**config.mk**
```make
export PLATFORM = sky130hd
export DESIGN_NAME = logic_2
export DESIGN_NICKNAME = d
export VERILOG_FILES = /design/src/rtl/logic_2.sv
export SDC_FILE = /design/constraint.sdc
export NUM_CORES = 1
export LEC_CHECK = 0
export CAP_MARGIN = 20
export CORE_MARGIN = 5
export CORE_UTILIZATION = 33
export DETAILED_ROUTE_END_ITERATION = 10
export GPL_TIMING_DRIVEN = 0
export SLEW_MARGIN = 30
export SYNTH_ARGS = -nofsm -noshare
export SYNTH_HDL_FRONTEND = slang
export SYNTH_SLANG_ARGS = --single-unit
export TNS_END_PERCENT = 20
```
**constraint.sdc**
```tcl
create_clock -name clk -period 0.8 [get_ports clk]
set_input_delay 0.08 -clock clk [delete_from_list [all_inputs] [get_ports clk]]
set_output_delay 0.08 -clock clk [all_outputs]
set_load 0.01 [all_outputs]
```
**src/rtl/logic_2.sv**
```systemverilog
// -----------------------------------------------------------------------------
// logic_2 : fault-injectable 12-gate logic network with a golden reference copy.
//
// Two copies of the same combinational network are evaluated every cycle:
// a golden copy that is never faulted and a faultable copy in which exactly one
// net (selected by fault_sel) can be stuck at fault_val. Both copies are
// registered, and any disagreement between them is flagged by detect (per
// cycle) and detect_sticky (accumulated until cleared).
//
// Ports
//   clk            in   1  rising-edge clock
//   rst_n          in   1  asynchronous active-low reset
//   a, b, c, e     in   1  primary network inputs
//   fault_en       in   1  enables stuck-at injection on the faultable copy
//   fault_sel      in   5  net selector (1..16 valid, others = no fault)
//   fault_val      in   1  stuck-at value forced onto the selected net
//   clr            in   1  synchronous clear of detect_sticky (set wins)
//   y, z           out  1  registered outputs of the faultable copy
//   y_good, z_good out  1  registered outputs of the golden copy
//   detect         out  1  registered mismatch between the two copies
//   detect_sticky  out  1  registered sticky OR of detect
// -----------------------------------------------------------------------------
module logic_2 (
  input  logic       clk,
  input  logic       rst_n,
  input  logic       a,
  input  logic       b,
  input  logic       c,
  input  logic       e,
  input  logic       fault_en,
  input  logic [4:0] fault_sel,
  input  logic       fault_val,
  input  logic       clr,
  output logic       y,
  output logic       z,
  output logic       y_good,
  output logic       z_good,
  output logic       detect,
  output logic       detect_sticky
);

  // Selector codes for each faultable net; anything else means "no fault".
  typedef enum logic [4:0] {
    NET_NONE = 5'd0,
    NET_A    = 5'd1,
    NET_B    = 5'd2,
    NET_C    = 5'd3,
    NET_D    = 5'd4,
    NET_E    = 5'd5,
    NET_F    = 5'd6,
    NET_G    = 5'd7,
    NET_H    = 5'd8,
    NET_J    = 5'd9,
    NET_K    = 5'd10,
    NET_W    = 5'd11,
    NET_X    = 5'd12,
    NET_P    = 5'd13,
    NET_Q    = 5'd14,
    NET_Y    = 5'd15,
    NET_Z    = 5'd16
  } net_e;

  // Returns the net value as seen by downstream gates: the computed value, or
  // the stuck-at value when this net is the one selected for injection.
  function automatic logic pick(input logic  net_val,
                                input net_e  code,
                                input logic  en,
                                input logic [4:0] sel,
                                input logic  val);
    return (en && (sel == code)) ? val : net_val;
  endfunction

  // Evaluates the whole network in topological order. Each net is passed
  // through pick() before anything downstream reads it, so a fault propagates
  // exactly as a physical stuck-at would. Returns {y, z}.
  function automatic logic [1:0] eval_net(input logic in_a, input logic in_b,
                                          input logic in_c, input logic in_e,
                                          input logic en,
                                          input logic [4:0] sel,
                                          input logic val);
    logic na, nb, nc, ne, nd, nf, ng, nh, nj, nk, nw, nx, np, nq, ny, nz;
    // NOTE: blocking assignments here are intentional; each line must see the
    // value computed by the line above it within the same evaluation.
    na = pick(in_a,          NET_A, en, sel, val);
    nb = pick(in_b,          NET_B, en, sel, val);
    nc = pick(in_c,          NET_C, en, sel, val);
    ne = pick(in_e,          NET_E, en, sel, val);
    nd = pick(na & nb,       NET_D, en, sel, val);
    nf = pick(nb | nc,       NET_F, en, sel, val);
    ng = pick(nc ^ ne,       NET_G, en, sel, val);
    nh = pick(~(nd | nf),    NET_H, en, sel, val);
    nj = pick(nf & ng,       NET_J, en, sel, val);
    nk = pick(na ^ ne,       NET_K, en, sel, val);
    nw = pick(nh | nj,       NET_W, en, sel, val);
    nx = pick(~(nj & nk),    NET_X, en, sel, val);
    np = pick(nd ^ nk,       NET_P, en, sel, val);
    nq = pick(nw & nx,       NET_Q, en, sel, val);
    ny = pick(np | nq,       NET_Y, en, sel, val);
    nz = pick(nx ^ nw,       NET_Z, en, sel, val);
    return {ny, nz};
  endfunction

  logic y_next, z_next, y_good_next, z_good_next, detect_next;

  always_comb begin
    // NOTE: every signal is assigned on every pass through this block, so no
    // latch can be inferred.
    {y_next, z_next}           = eval_net(a, b, c, e, fault_en, fault_sel, fault_val);
    {y_good_next, z_good_next} = eval_net(a, b, c, e, 1'b0, NET_NONE, 1'b0);
    detect_next = (y_next != y_good_next) | (z_next != z_good_next);
  end

  // Sticky flag: the incoming detect sets it, and that set overrides clr.
  always_ff @(posedge clk or negedge rst_n) begin
    if (!rst_n) begin
      y             <= 1'b0;
      z             <= 1'b0;
      y_good        <= 1'b0;
      z_good        <= 1'b0;
      detect        <= 1'b0;
      detect_sticky <= 1'b0;
    end else begin
      // NOTE: non-blocking assignments so all registers update together from
      // values sampled before the edge.
      y             <= y_next;
      z             <= z_next;
      y_good        <= y_good_next;
      z_good        <= z_good_next;
      detect        <= detect_next;
      detect_sticky <= detect_next | (detect_sticky & ~clr);
    end
  end

endmodule

```
==> metrics.md <==
| Metric | Value |
|---|---|
| Run status | `finished with violations` |
| Violated checks | `setup timing` |
| Seq/Total Area, Yosys | `13.90%` |
| Via count of the first global-routing pass | `about 1300` |
| Number of instances in the synthesized netlist | `roughly 130` |
| Wire length per cell | `15.46 um` |
| CP Max Fanout | `5` |
| Die Footprint | `0.004516 mm^2` |
| Gr ovfl total | `0` |
| Async S/R FF share, synth | `100.0%` |
| Number of antenna violations at the first check in global routing | `0` |
| Die Span Y | `between 60 and 70 um` |
| Worst Skew | `0 ns` |
| Total core area | `around 0.0031 mm^2` |
| Count of routing violations after the opening detailed-route iteration | `53` |
| Hpwl dp | `2.345 mm` |
| Type of destination of the critical path | `flop` |
| Post-route antenna net violation count | `0` |
| Post-detailed-route DRC marker count | `0` |
| Sum of routed wire length over all layers | `3.370 mm` |
| Post-synthesis cell type with the largest combined area | `sky130_fd_sc_hd__dfrtp_1` |
| RSZ-0062 raised after global routing | `true` |
| Global-route wire length before repair | `5.727 mm` |
| Buffer cell driving the clock tree root | `sky130_fd_sc_hd__clkbuf_4` |
| Synthesized-area fraction occupied by and/or/nand/nor cells | `a little over a third` |
| Port-buffer cells | `16` |
| # fillers | `about 300` |
| Reg-to-reg critical path startpoint | `detect_sticky` |
| Syn Nets | `about 150` |
| Clock tree from TritonCTS | `yes` |
| Inst Count DP | `approximately 190` |
| Hold buffer count at cts | `0` |
| Yosys synthesis warning count | `0` |
| Number of detailed-routing iterations run before antenna repair | `4` |
| Topmost layer with routed signal wires | `met4` |
| Worst R2R End | `detect_sticky` |
| Top cells by count, synth | `sky130_fd_sc_hd__inv_1 (8), sky130_fd_sc_hd__nor2_1 (7)` |
| Share of post-route cells with drive strength above 1 | `roughly half` |
| Routed met2 length | `between 1.5 and 2 mm` |
| Total Routing Usage GR | `16.12%` |
| Biggest cell delay along the critical path | `about 0.35 ns` |
| Pin count of the biggest net entering global routing | `11` |
| Area growth from synthesis to layout | `50.52%` |
| Total placed instance area | `approximately 0.0013 mm^2` |
| Worst Setup Slack, final | `-1.802 ns` |
| Crit path time final | `approximately 2.6 ns` |
| Maximum vdd drop | `~0.46 mV` |
| Number of unique standard cell types used by synthesis | `between 60 and 70` |
| Final number of setup-violating endpoints | `12` |
| Number of enable flip-flop cells after synthesis | `0` |
| Category of the critical setup timing path | `input pin to flop` |
| Post-layout net count | `approximately 190` |
| Crit path required time | `about 0.9 ns` |
| Worst setup slack for register-to-register paths | `around 0.18 ns` |
| Fin. Hold Viols | `0` |
| Synthesized-area fraction occupied by ao, oa, aoi and oai cells | `between 30% and 40%` |
| Die span in x | `between 60 and 70 um` |
| Final Wtd Congestion | `0.9291` |
| Most instantiated flip-flop cell in the synthesis netlist | `sky130_fd_sc_hd__dfrtp_1` |
| Max-cap check violation count | `0` |
| Fraction of synthesized cell area taken by the top area cell type | `~14%` |
| Post-DR vias/cell | `approximately 5.7` |
| Xor/xnor share of the synthesized area | `about 3.2%` |
| Total Power Consumption | `approximately 1.7 mW` |
| Most repeated cell in the gate-level netlist after synthesis | `sky130_fd_sc_hd__inv_1` |
| Slowest stage cell, crit path | `sky130_fd_sc_hd__or3_4` |
| PD cells | `approximately 1000 mW/mm^2` |
| Remaining max-slew budget at the tightest pin | `65.57%` |
| Routed via count | `1246` |
| Max Transition Viols Final | `0` |
| Number of buffers inserted during clock tree synthesis | `3` |
| Cell count of the worst reg-to-reg path | `2` |
| # rows | `20` |
| Area contributors post-synth | `sky130_fd_sc_hd__dfrtp_1 (14%), sky130_fd_sc_hd__nor2b_1 (3.5%), sky130_fd_sc_hd__nand4_1 (2.9%), sky130_fd_sc_hd__nand3_1 (2.8%), sky130_fd_sc_hd__inv_1 (2.8%)` |
| I/O Pins | `20` |
| Worst Hold Class | `input pin to async pin` |
| Fin crit share | `325.3%` |
| Effective utilization at floorplan | `34.80%` |
| Met3 routed WL | `between 200 and 250 um` |
| Adder-cell area share of the yosys netlist | `2.317%` |
| Flip-flop and latch count after synthesis | `6` |
| Buffer depth of the longest clock path | `2` |
| Arrival time of data at the critical path endpoint | `between 2 and 3 ns` |
| Final std cell area, no fill | `about 0.0016 mm^2` |
| Clock Pin Slew Worst Setup and Hold Paths | `~0.040 ns` |
| Share of synthesized area spent on multiplexers | `under 10%` |
| CTS sink count | `6` |
| Combinational family with the most area after synthesis | `simple AND/OR/NAND/NOR gates` |
| Number of non-filler instances in the completed layout | `approximately 220` |
| Chain of cells forming the critical path | `buf_12 > nor3b_4 > nand3_4 > and3_4 > a21o_1 > a221oi_2 > a31oi_1 > ha_2 > or3_4 > a311oi_4 > nand4_1 > mux2i_1 > o32ai_2` |
| Routed length on met1 | `1.347 mm` |
| Highest clock rate | `384.3 MHz` |
| Summed instance area of the synthesized netlist | `approximately 0.0011 mm^2` |
| Slew at the pin closest to its max-slew limit | `a little over 0.5 ns` |
| Avg Inst Size Synth | `8.119 um^2` |
| H-Tree Depth | `1` |
| Leakage power figure | `approximately 0.64 nW` |
| Number of inserted diodes | `0` |
| Later-pin clock latency in the skew report | `around 0.24 ns` |
| Critical path launch point type | `input pin` |
[cells by family (layout without fill, tap and decap cells)]
logic type | count (synthesis) | in the layout
AND/OR/NAND/NOR | 57 | 57
AO/OA/AOI/OAI | 42 | 42
buffers and inverters | 19 | 60
flip-flops | 6 | 6
XOR/XNOR | 4 | 4
multiplexers | 3 | 3
adder cells (fa/ha/maj) | 2 | 2
[layout make-up]
type | count | area (um^2) | area share [%]
clock buffer | 3 | 22.52 | 1.386
tap | 44 | 55.05 | 3.387
multi-input combinational | 108 | 950.9 | 58.51
timing repair buffer | 38 | 282.8 | 17.40
buffer | 11 | 127.6 | 7.852
sequential | 6 | 150.1 | 9.238
inverter | 8 | 36.28 | 2.232
[state kept, by name (all words and copies together), names as in the netlist]
| register | cells |
|---|---|
| y | 1 |
| z | 1 |
| detect_sticky | 1 |
| detect | 1 |
| y_good | 1 |
| z_good | 1 |
[power breakdown]
| part | switching [mW] | internal, mW |
|---|---|---|
| combinational | 0.524 | 0.490 |
| sequential | 0.0165 | 0.367 |
| clock | 0.107 | 0.170 |
[placed cells by master, fill, tap and decap left out, drive strengths merged, types with 3 or more instances in the layout]
cell type / synthesis / final
nor3b: 3 / 3
nor2: 7 / 7
nor2b: 7 / 7
nor3: 4 / 4
nand4: 5 / 5
nand3: 8 / 8
o21ai: 3 / 3
o211ai: 4 / 4
clkbuf: 3 / 6
buf: 8 / 44
nand2b: 4 / 4
a21oi: 5 / 5
a31oi: 3 / 3
nand2: 7 / 7
dfrtp: 6 / 6
inv: 8 / 7
[through the flow]
step | setup slack (ns) | hold slack (ns) | setup TNS [ns] | util [%]
after global placement | -2.656 | 0.3319 | -11.63 | 41.81
after floorplan | -1.804 | -0.2156 | -6.825 | -
after CTS | -1.837 | 0.07179 | -6.514 | 50.52
after detailed placement | -2.708 | 0.3372 | -11.84 | 41.81
after global routing | -1.909 | 0.09354 | -6.982 | 52.38
final | -1.802 | 0.07280 | -6.311 | 52.38
[how the worst max path moves through the flow]
| stage | start | to | slack [ns] | depth (start not counted) |
|---|---|---|---|---|
| floorplan | fault_sel[3] | detect_sticky | -1.80 | 13 |
| global placement | fault_sel[0] | detect_sticky | -2.66 | 16 |
| detailed placement | fault_sel[0] | detect_sticky | -2.71 | 15 |
| CTS | fault_sel[3] | detect_sticky | -1.84 | 13 |
| global route | fault_sel[4] | detect_sticky | -1.91 | 13 |
| finish | fault_sel[4] | detect_sticky | -1.80 | 13 |
[per-layer routing]
metal	track usage, %	vias up
met5	0	-
met2	28.47	44
met4	9.367	0
li1	-	601
met1	18.32	591
met3	2.329	10
[critical path, delay by kind of cell]
family	cells	cell delay, ns
AO/OA/AOI/OAI	5	0.99
buffers and inverters	1	0.11
adder cells (fa/ha/maj)	1	0.20
multiplexers	1	0.24
AND/OR/NAND/NOR	5	1.09
[repair_timing]
item / in CTS / in global routing
pin swaps: 13 / 16
gates resized for setup: 100 / 13
setup buffers: 21 / 1
endpoints found under the hold margin: 0 / 0
cloned: 0 / 0
endpoints found under the setup margin: 12 / 12
(Power assumes the default switching activity.)
